`src/rtl/otter_mem_align_ctrl.sv`:
```
// otter_mem_align_ctrl
// Access sequencer between the MEM stage and data port 2 of the OTTER memory.
// Accesses that fit inside one aligned word (and all MMIO accesses) pass straight
// through. RAM loads that cross a word boundary become two word reads merged into
// one result. RAM stores that cross a word boundary become a series of byte writes.
// The pipeline is stalled for the extra cycles.
//
// Ports:
//   i_clk, i_rst           clock, synchronous active-high reset
//   i_req_*                MEM-stage request (valid, we, addr, size, sign, wdata)
//   o_stall                hold the MEM stage (request stays stable while high)
//   o_rsp_valid/_rdata     load result, valid the cycle after the final read issue
//   o_misalign_err         one-cycle pulse on a rejected request
//   o_mem_*, i_mem_dout2   memory data port 2 (read data arrives one cycle after issue)
module otter_mem_align_ctrl #(
    parameter logic [31:0] IO_BASE = 32'h1100_0000
) (
    input  logic        i_clk,
    input  logic        i_rst,
    input  logic        i_req_valid,
    input  logic        i_req_we,
    input  logic [31:0] i_req_addr,
    input  logic [1:0]  i_req_size,
    input  logic        i_req_sign,
    input  logic [31:0] i_req_wdata,
    output logic        o_stall,
    output logic        o_rsp_valid,
    output logic [31:0] o_rsp_rdata,
    output logic        o_misalign_err,
    output logic [31:0] o_mem_addr2,
    output logic [31:0] o_mem_din2,
    output logic        o_mem_write2,
    output logic        o_mem_read2,
    output logic        o_mem_sign,
    output logic [1:0]  o_mem_size,
    input  logic [31:0] i_mem_dout2
);

    typedef enum logic [1:0] {S_IDLE = 2'd0, S_RD2 = 2'd1, S_WRB = 2'd2} state_t;

    state_t      r_state, w_next;
    logic [1:0]  r_ctx_off, r_ctx_size;
    logic        r_ctx_sign, r_ctx_io, r_ctx_split;
    logic [31:0] r_lo;
    logic [1:0]  r_cnt;
    logic        r_rsp_vld_p1;
    logic [31:0] r_waddr, r_wdata;
    logic [1:0]  r_wsize;

    logic [1:0]  w_off;
    logic [2:0]  w_nbytes, w_end;
    logic        w_is_io, w_bad, w_span;
    logic [1:0]  w_idx, w_last;
    logic [31:0] w_hi_sel, w_lo_sel;

    // Pick n bytes out of the {hi,lo} doubleword starting at byte off.
    function automatic logic [31:0] align_word(input logic [31:0] hi, input logic [31:0] lo,
                                               input logic [1:0] off);
        case (off)
            2'd0:    return lo;
            2'd1:    return {hi[7:0],  lo[31:8]};
            2'd2:    return {hi[15:0], lo[31:16]};
            default: return {hi[23:0], lo[31:24]};
        endcase
    endfunction

    // zext=1 selects zero extension (lbu/lhu); words are returned unchanged.
    function automatic logic [31:0] extend(input logic [31:0] v, input logic [1:0] size,
                                           input logic zext);
        case (size)
            2'd0:    return zext ? {24'h0, v[7:0]}  : {{24{v[7]}},  v[7:0]};
            2'd1:    return zext ? {16'h0, v[15:0]} : {{16{v[15]}}, v[15:0]};
            default: return v;
        endcase
    endfunction

    function automatic logic [7:0] pick_byte(input logic [31:0] v, input logic [1:0] idx);
        case (idx)
            2'd0:    return v[7:0];
            2'd1:    return v[15:8];
            2'd2:    return v[23:16];
            default: return v[31:24];
        endcase
    endfunction

    assign w_off    = i_req_addr[1:0];
    assign w_nbytes = (i_req_size == 2'd0) ? 3'd1 : (i_req_size == 2'd1) ? 3'd2 : 3'd4;
    assign w_end    = {1'b0, w_off} + w_nbytes;
    assign w_is_io  = (i_req_addr >= IO_BASE);
    // MMIO accesses are never split, so they must be naturally aligned.
    assign w_bad    = (i_req_size == 2'd3) ||
                      (w_is_io && ((i_req_size == 2'd1 && w_off[0]) ||
                                   (i_req_size == 2'd2 && w_off != 2'd0)));
    assign w_span   = !w_is_io && (w_end > 3'd4);
    // r_cnt holds the index of the byte written last cycle.
    assign w_idx    = r_cnt + 2'd1;
    assign w_last   = (r_wsize == 2'd2) ? 2'd3 : 2'd1;

    always_comb begin
        w_next         = r_state;
        o_stall        = 1'b0;
        o_misalign_err = 1'b0;
        o_mem_addr2    = 32'h0;
        o_mem_din2     = 32'h0;
        o_mem_write2   = 1'b0;
        o_mem_read2    = 1'b0;
        o_mem_sign     = 1'b0;
        o_mem_size     = 2'd0;
        case (r_state)
            S_IDLE: begin
                if (i_req_valid) begin
                    if (w_bad) begin
                        o_misalign_err = 1'b1;
                    end else if (i_req_we) begin
                        o_mem_write2 = 1'b1;
                        o_mem_addr2  = i_req_addr;
                        if (w_span) begin
                            o_mem_din2 = {24'h0, i_req_wdata[7:0]};
                            o_stall    = 1'b1;
                            w_next     = S_WRB;
                        end else begin
                            o_mem_din2 = i_req_wdata;
                            o_mem_size = i_req_size;
                            o_mem_sign = i_req_sign;
                        end
                    end else begin
                        o_mem_read2 = 1'b1;
                        o_mem_size  = 2'd2;
                        if (w_span) begin
                            o_mem_addr2 = {i_req_addr[31:2], 2'b00};
                            o_stall     = 1'b1;
                            w_next      = S_RD2;
                        end else if (w_is_io) begin
                            o_mem_addr2 = i_req_addr;
                            o_mem_size  = i_req_size;
                            o_mem_sign  = i_req_sign;
                        end else begin
                            // RAM load: fetch the raw word, align/extend on the response side.
                            o_mem_addr2 = i_req_addr;
                        end
                    end
                end
            end
            S_RD2: begin
                o_mem_read2 = 1'b1;
                o_mem_size  = 2'd2;
                o_mem_addr2 = {r_waddr[31:2], 2'b00} + 32'd4;
                w_next      = S_IDLE;
            end
            S_WRB: begin
                o_mem_write2 = 1'b1;
                o_mem_addr2  = r_waddr + {30'h0, w_idx};
                o_mem_din2   = {24'h0, pick_byte(r_wdata, w_idx)};
                if (w_idx == w_last) begin
                    w_next = S_IDLE;
                end else begin
                    o_stall = 1'b1;
                end
            end
            default: w_next = S_IDLE;
        endcase
        if (i_rst) begin
            // Nothing reaches memory while reset is held, including a WRB in flight.
            w_next         = S_IDLE;
            o_stall        = 1'b0;
            o_misalign_err = 1'b0;
            o_mem_write2   = 1'b0;
            o_mem_read2    = 1'b0;
        end
    end

    always_ff @(posedge i_clk) begin
        if (i_rst) begin
            r_state      <= S_IDLE;
            r_cnt        <= 2'd0;
            r_ctx_off    <= 2'd0;
            r_ctx_size   <= 2'd0;
            r_ctx_sign   <= 1'b0;
            r_ctx_io     <= 1'b0;
            r_ctx_split  <= 1'b0;
            r_lo         <= 32'h0;
            r_rsp_vld_p1 <= 1'b0;
        end else begin
            r_state      <= w_next;
            r_rsp_vld_p1 <= 1'b0;
            case (r_state)
                S_IDLE: begin
                    if (i_req_valid && !w_bad) begin
                        r_waddr <= i_req_addr;
                        if (i_req_we) begin
                            r_wdata <= i_req_wdata;
                            r_wsize <= i_req_size;
                            r_cnt   <= 2'd0;
                        end else begin
                            r_ctx_off    <= w_off;
                            r_ctx_size   <= i_req_size;
                            r_ctx_sign   <= i_req_sign;
                            r_ctx_io     <= w_is_io;
                            r_ctx_split  <= 1'b0;
                            r_rsp_vld_p1 <= !w_span;
                        end
                    end
                end
                S_RD2: begin
                    r_lo         <= i_mem_dout2;
                    r_ctx_split  <= 1'b1;
                    r_rsp_vld_p1 <= 1'b1;
                end
                S_WRB: r_cnt <= w_idx;
                default: ;
            endcase
        end
    end

    // ---- response stage: registered ctx/lo plus the memory read data ----
    assign w_hi_sel = r_ctx_split ? i_mem_dout2 : 32'h0;
    assign w_lo_sel = r_ctx_split ? r_lo : i_mem_dout2;

    always_comb begin
        o_rsp_valid = r_rsp_vld_p1;
        o_rsp_rdata = 32'h0;
        if (r_rsp_vld_p1) begin
            if (r_ctx_io) begin
                o_rsp_rdata = i_mem_dout2;
            end else begin
                o_rsp_rdata = extend(align_word(w_hi_sel, w_lo_sel, r_ctx_off), r_ctx_size, r_ctx_sign);
            end
        end
    end

endmodule

```
`config.mk`:
```
export PLATFORM = sky130hd
export DESIGN_NAME = otter_mem_align_ctrl
export DESIGN_NICKNAME = d
export VERILOG_FILES = /design/src/rtl/otter_mem_align_ctrl.sv
export SDC_FILE = /design/constraint.sdc
export NUM_CORES = 1
export LEC_CHECK = 0
export BUFFER_PORTS_ARGS = -buffer_cell sky130_fd_sc_hd__buf_2
export CAP_MARGIN = 20
export CELL_PAD_IN_SITES_DETAIL_PLACEMENT = 1
export CELL_PAD_IN_SITES_GLOBAL_PLACEMENT = 1
export CORE_ASPECT_RATIO = 1.25
export CORE_MARGIN = 4
export CORE_UTILIZATION = 43
export CTS_CLUSTER_SIZE = 28
export DETAILED_ROUTE_END_ITERATION = 8
export GPL_TIMING_DRIVEN = 1
export PLACE_DENSITY_LB_ADDON = 0.1
export SLEW_MARGIN = 20
export SYNTH_ARGS = -nofsm -noshare
export SYNTH_HDL_FRONTEND = slang
export SYNTH_SLANG_ARGS = --single-unit
```
`constraint.sdc`:
```
create_clock -name i_clk -period 10.5 [get_ports i_clk]
set_input_delay 2.1 -clock i_clk [delete_from_list [all_inputs] [get_ports i_clk]]
set_output_delay 2.1 -clock i_clk [all_outputs]
set_load 0.03 [all_outputs]
```
Word-level counts from Yosys, hierarchy flattened
Cells that the tools add are included.
{"block": "totals", "reg_bits": 110, "latchBits": 0, "ramBits": 0, "rom_bits": 0, "input_bits": 103, "output_inout_bits": 104, "elab_cells": 135, "mem_count": 0}
{"block": "classes", "add_sub_neg": 4, "multipliers": 0, "n_div": 0, "n_lt_le_gt_ge": 2, "n_eq_ne": 19, "shifts": 0, "muxes": 72, "bitwise": 2, "n_reduce_logical": 24}
{"op": "32-bit 2-to-1 mux", "count": 11}
{"op": "32-bit one-hot mux with 3 select lines", "count": 2}
{"op": "32-bit one-hot mux with 2 select lines", "count": 2}
{"op": "2-bit 2-to-1 mux", "count": 17}
{"op": "32-bit by 2-bit adder with 32-bit output", "count": 1}
{"op": "32-bit by 3-bit adder with 32-bit output (second input constant)", "count": 1}
{"op": "32-bit by 29-bit greater-or-equal comparator with 1-bit output (second input constant)", "count": 1}
{"op": "1-bit 2-to-1 mux", "count": 28}
{"op": "24-bit 2-to-1 mux", "count": 1}
{"op": "8-bit one-hot mux with 3 select lines", "count": 1}
{"op": "2-bit inequality test (second input constant)", "count": 7}
{"op": "2-bit == test (second input constant)", "count": 6}
{"op": "2-bit one-hot mux with 2 select lines", "count": 3}
{"op": "3-bit AND reduction", "count": 4}
{"op": "2-bit by 1-bit == test with 1-bit output (second input constant)", "count": 5}
{"op": "2-bit zero test", "count": 5}
{"op": "1-bit one-hot mux with 2 select lines", "count": 5}
{"op": "4-bit AND reduction", "count": 2}
{"op": "3-bit 2-to-1 mux", "count": 2}
{"op": "2-bit nonzero test", "count": 3}
{"op": "1-bit logical AND", "count": 5}
{"op": "2-bit by 3-bit adder with 3-bit output", "count": 1}
{"op": "3-bit greater-than comparator (second input constant)", "count": 1}
{"op": "1-bit zero test", "count": 3}
{"op": "4 further kinds", "count": 6}

Logic depth before layout (Yosys ltp)
{"block": "logic_depth", "word_depth": 11, "depth_mapped": 9, "depth_no_buf": 9}

Worst setup path after synthesis
No wires, ideal clock.
{"block": "synth_path", "path_kind": "in2out", "start": "input port i_req_size[0]", "end": "output port o_stall", "arrival_time_ns": 4.168, "required_ns": 8.400, "path_slack_ns": 4.232, "stages": 8, "n_path_buf": 0, "path_cell_list": "nor2_1 ha_1 fa_1 xor2_1 o21ai_0 nor2_1 nand3_1 a211oi_1"}
{"block": "synth_via", "elab_chain_len": 11, "elab_cells_between_ends": 19, "cone_classes": "add/sub: 1; order compare: 1; eq/ne: 3; mux: 7; reduce/logical: 7"}
{"item": "start: declaration", "line": "23", "text": "input logic [1:0] i_req_size,"}
{"item": "2-bit by 1-bit == test with 1-bit output", "line": "87, 92"}
{"item": "3-bit 2-to-1 mux (2 in series)", "line": "87", "text": "assign w_nbytes = (i_req_size == 2'd0) ? 3'd1 : (i_req_size == 2'd1) ? 3'd2 : 3'd4;"}
{"item": "2-bit by 3-bit adder with 3-bit output", "line": "88", "text": "assign w_end = {1'b0, w_off} + w_nbytes;"}
{"item": "3-bit greater-than comparator", "line": "94", "text": "assign w_span = !w_is_io && (w_end > 3'd4);"}
{"item": "1-bit logical AND", "line": "94"}
{"item": "1-bit 2-to-1 mux", "line": "117, 129"}
{"item": "1-bit 2-to-1 mux (*)", "line": "112", "text": "if (w_bad) begin"}
{"item": "1-bit 2-to-1 mux (*)", "line": "111", "text": "if (i_req_valid) begin"}
{"item": "1-bit one-hot mux with 2 select lines (*)", "line": "109", "text": "case (r_state)"}
{"item": "1-bit 2-to-1 mux (*)", "line": "162", "text": "if (i_rst) begin"}
{"item": "end: declaration", "line": "26", "text": "output logic o_stall,"}
Mark *: on every way between the ends. The rest lies on a longest branch, timed or not.

Worst setup path in the final report
{"block": "layout_path", "start": "input port i_req_size[1]", "end": "output port o_mem_din2[13]"}
{"block": "layout_via", "elab_chain_len": 11, "elab_cells_between_ends": 19, "cone_classes": "add/sub: 1; order compare: 1; eq/ne: 3; mux: 7; reduce/logical: 7"}
{"item": "2-bit by 1-bit == test with 1-bit output", "line": "87, 92"}
{"item": "3-bit 2-to-1 mux (2 in series)", "line": "87"}
{"item": "2-bit by 3-bit adder with 3-bit output", "line": "88"}
{"item": "3-bit greater-than comparator", "line": "94"}
{"item": "1-bit logical AND", "line": "94"}
{"item": "32-bit 2-to-1 mux", "line": "117", "text": "if (w_span) begin"}
{"item": "32-bit 2-to-1 mux", "line": "114", "text": "end else if (i_req_we) begin"}
{"item": "32-bit 2-to-1 mux (*)", "line": "112"}
{"item": "32-bit 2-to-1 mux (*)", "line": "111"}
{"item": "32-bit one-hot mux with 2 select lines (*)", "line": "109"}
{"item": "end: declaration", "line": "31", "text": "output logic [31:0] o_mem_din2,"}
Marks and branches as above.

==> reports/results.ini <==
[status]
status=complete, no violations

[drt]
ant_nets=0
vias_per_cell=6.169
first_iter_violations=471
first_pass_iters=5
drc=0
wl_per_cell_um=21.69
routed_wl_mm=26.51
vias=7539

[sta]
tightest_slew_ns=1.013
setup_ws_ns=3.635
rsz0062_at_grt=false
setup_viol=0
fmax_ghz=0.1457
clock-skew-final_ns=0.01125
timing.setup.tns_ns=0
min_period_over_period=0.6538
max_slew_margin=0.3187
finalHoldViolations=0
fin_crit_ns=6.865
maxSlewViolCount=0

[grt]
antenna_found_initial=1
grt_overflow_total=0
grt_max_degree=51
grt_pass1_wl_mm=41.92
track_usage=0.2616
grt_pass1_vias=7898

[critical_path]
critical_path_buf_inv_count=2
cp.arrival_ns=4.77
path_cells=buf_2 -> nor2_1 -> ha_1 -> fa_1 -> o21ai_0 -> nor2_1 -> nor4_4 -> and2_1 -> buf_2
cp.required_ns=8.40
cp_slowest_cell=nor4_4
slowest_delay_ns=0.76
crit_fanout=24
worstSetupPathType=primary input to output port
critical-path-top-delay-family=simple AND/OR/NAND/NOR gates
crit_path_end_kind=output port
start_kind=primary input

[clock_network]
cts-root-buf=clkbuf_16
clock_sinks=110
cts_tree=yes
cts_buffer_depth=2
insertion_delay_ns=0.37
cts_made_buffers=9
clk_pin_slew_worst_paths_ns=0.08
ctsResizeCount=0
holdBufCountCts=0
cts_setup_buffers=0
htreeDepth=3

[die]
num_io_pins=207
fp.dieH_um=156.8
dieArea_mm2=0.01991
die_w_um=127.0
coreArea_mm2=0.01743
row_count=54
start_util=0.4368

[final_layout]
fillCellCount=2123
syn2layout_area_growth_pct=18.80
drive_above_1_share=0.2846
antennaDiodeCount=0
finalNonFillerCells=1222
nets=1106

[place]
place.gp.congestion=0.8595
dp_hpwl_mm=18.91
port_buffers=206
placed_cells=1206
pre_cts_ws_ns=3.572

[synthesis]
ys_ff_latch=110
synthFlopType=edfxtp_1
yosysTopAreaCellShare=0.2603
synth_async_sr_flop_share=0
netlist_area_mm2=0.007614
synth_cell_types=73
ys_top_cells_by_area=edfxtp_1 26%, dfxtp_1 12%, nand2_1 5.9%
synth_nets=947
synth_edf_count=66
yosys_warnings=0
synth.yosys.seq_area_share=0.3760
yosysTopAreaCell=edfxtp_1
syn_inst=834
synth_common_cells=119 x nand2_1, 66 x edfxtp_1, 62 x a21oi_1
synth.most_common_cell=nand2_1
avgSynthCellArea_um2=9.129

[hold_path]
hp-class=flop to flop

[run]
cap_violations=0

[pwr]
power_density_mw_per_mm2=110.9
leakagePower_nw=3.726
ir_drop_mv=0.07014

placed cells by master (no fill, tap or decap), types with 17 or more instances in the layout:
cell type | netlist | final
nand3_1 | 26 | 26
o21ai_0 | 42 | 42
edfxtp_1 | 66 | 66
and2_1 | 26 | 26
dfxtp_1 | 44 | 42
a22o_1 | 24 | 24
xnor2_1 | 18 | 18
a21oi_1 | 62 | 62
nor2_1 | 38 | 37
nor3_1 | 18 | 17
mux2i_1 | 28 | 28
buf_2 | 14 | 206
a221o_1 | 24 | 24
nand2_1 | 119 | 119
worst paths after layout:
path	from	end	slack, ns	cells past startpoint
max reg2reg	r_state[1]	r_waddr[26]	7.60	5
min reg2reg	r_lo[1]	r_lo[1]	0.45	2
max	i_req_size[1]	o_mem_din2[13]	3.63	9
min	r_lo[1]	r_lo[1]	0.45	2
metal layers:
| metal | share of wire | GRT usage | up-vias | wire, um |
|---|---|---|---|---|
| met5 | 0.00026 | 0 | - | 7 |
| met4 | 0.024 | 0.08636 | 2 | 629 |
| met3 | 0.054 | 0.03892 | 43 | 1440 |
| met2 | 0.51 | 0.4634 | 281 | 13490 |
| met1 | 0.41 | 0.3265 | 3709 | 10930 |
| li1 | - | - | 3504 | - |
flip-flops by register name, summed over array words and instances, names as in the netlist:
name         cells
r_ctx_off        2
r_wsize          2
r_state          2
r_lo            32
r_ctx_split      1
r_ctx_size       2
r_cnt            2
o_rsp_valid      1
r_ctx_io         1
r_wdata         32
r_ctx_sign       1
r_waddr         32
cells by family after synthesis:
group	share of synthesized area
flip-flops	0.3760
XOR/XNOR	0.03336
adder cells (fa/ha/maj)	0.02120
multiplexers	0.09302
buffers and inverters	0.04618
AND/OR/NAND/NOR	0.1872
AO/OA/AOI/OAI	0.2431
metrics by stage:
step           instance area, um2  hold WS, ns    util  total power [W]
6_report                     9045       0.4544  0.5189         0.001004
5_1_grt                      9045       0.4869  0.5189         0.001043
4_1_cts                      9045       0.4575  0.5189         0.001011
3_5_place_dp                 8750       0.4461  0.5019        0.0006585
3_3_place_gp                 8750       0.4419  0.5019        0.0006547
2_1_floorplan                7614       0.4331       -        0.0005882
worst reg2reg max path, stage by stage, from the launching register on:
cell and delay (ns):
dfxtp_1 0.46, nand2b_1 0.26, nor2_1 0.77, nand2_1 0.42, nor2_2 0.18, buf_4 0.45
cell type report:
| cell class | count | area [um2] | share of cell area |
|---|---|---|---|
| Sequential cell | 110 | 2865 | 0.3168 |
| Clock inverter | 7 | 70.07 | 0.007747 |
| Inverter | 17 | 63.81 | 0.007055 |
| Multi-Input combinational cell | 637 | 4419 | 0.4886 |
| Timing Repair Buffer | 218 | 1121 | 0.1239 |
| Clock buffer | 9 | 225.2 | 0.02490 |
| Tap cell | 224 | 280.3 | 0.03099 |
power by group:
| part | switching (W) | total, W | internal (W) |
|---|---|---|---|
| logic | 0.000112 | 0.000174 | 0.0000615 |
| clock network | 0.000185 | 0.000354 | 0.000169 |
| registers | 0.00000972 | 0.000476 | 0.000466 |
| total | 0.000307 | 0.00100 | 0.000697 |
Power figures use the tool's default switching activity.
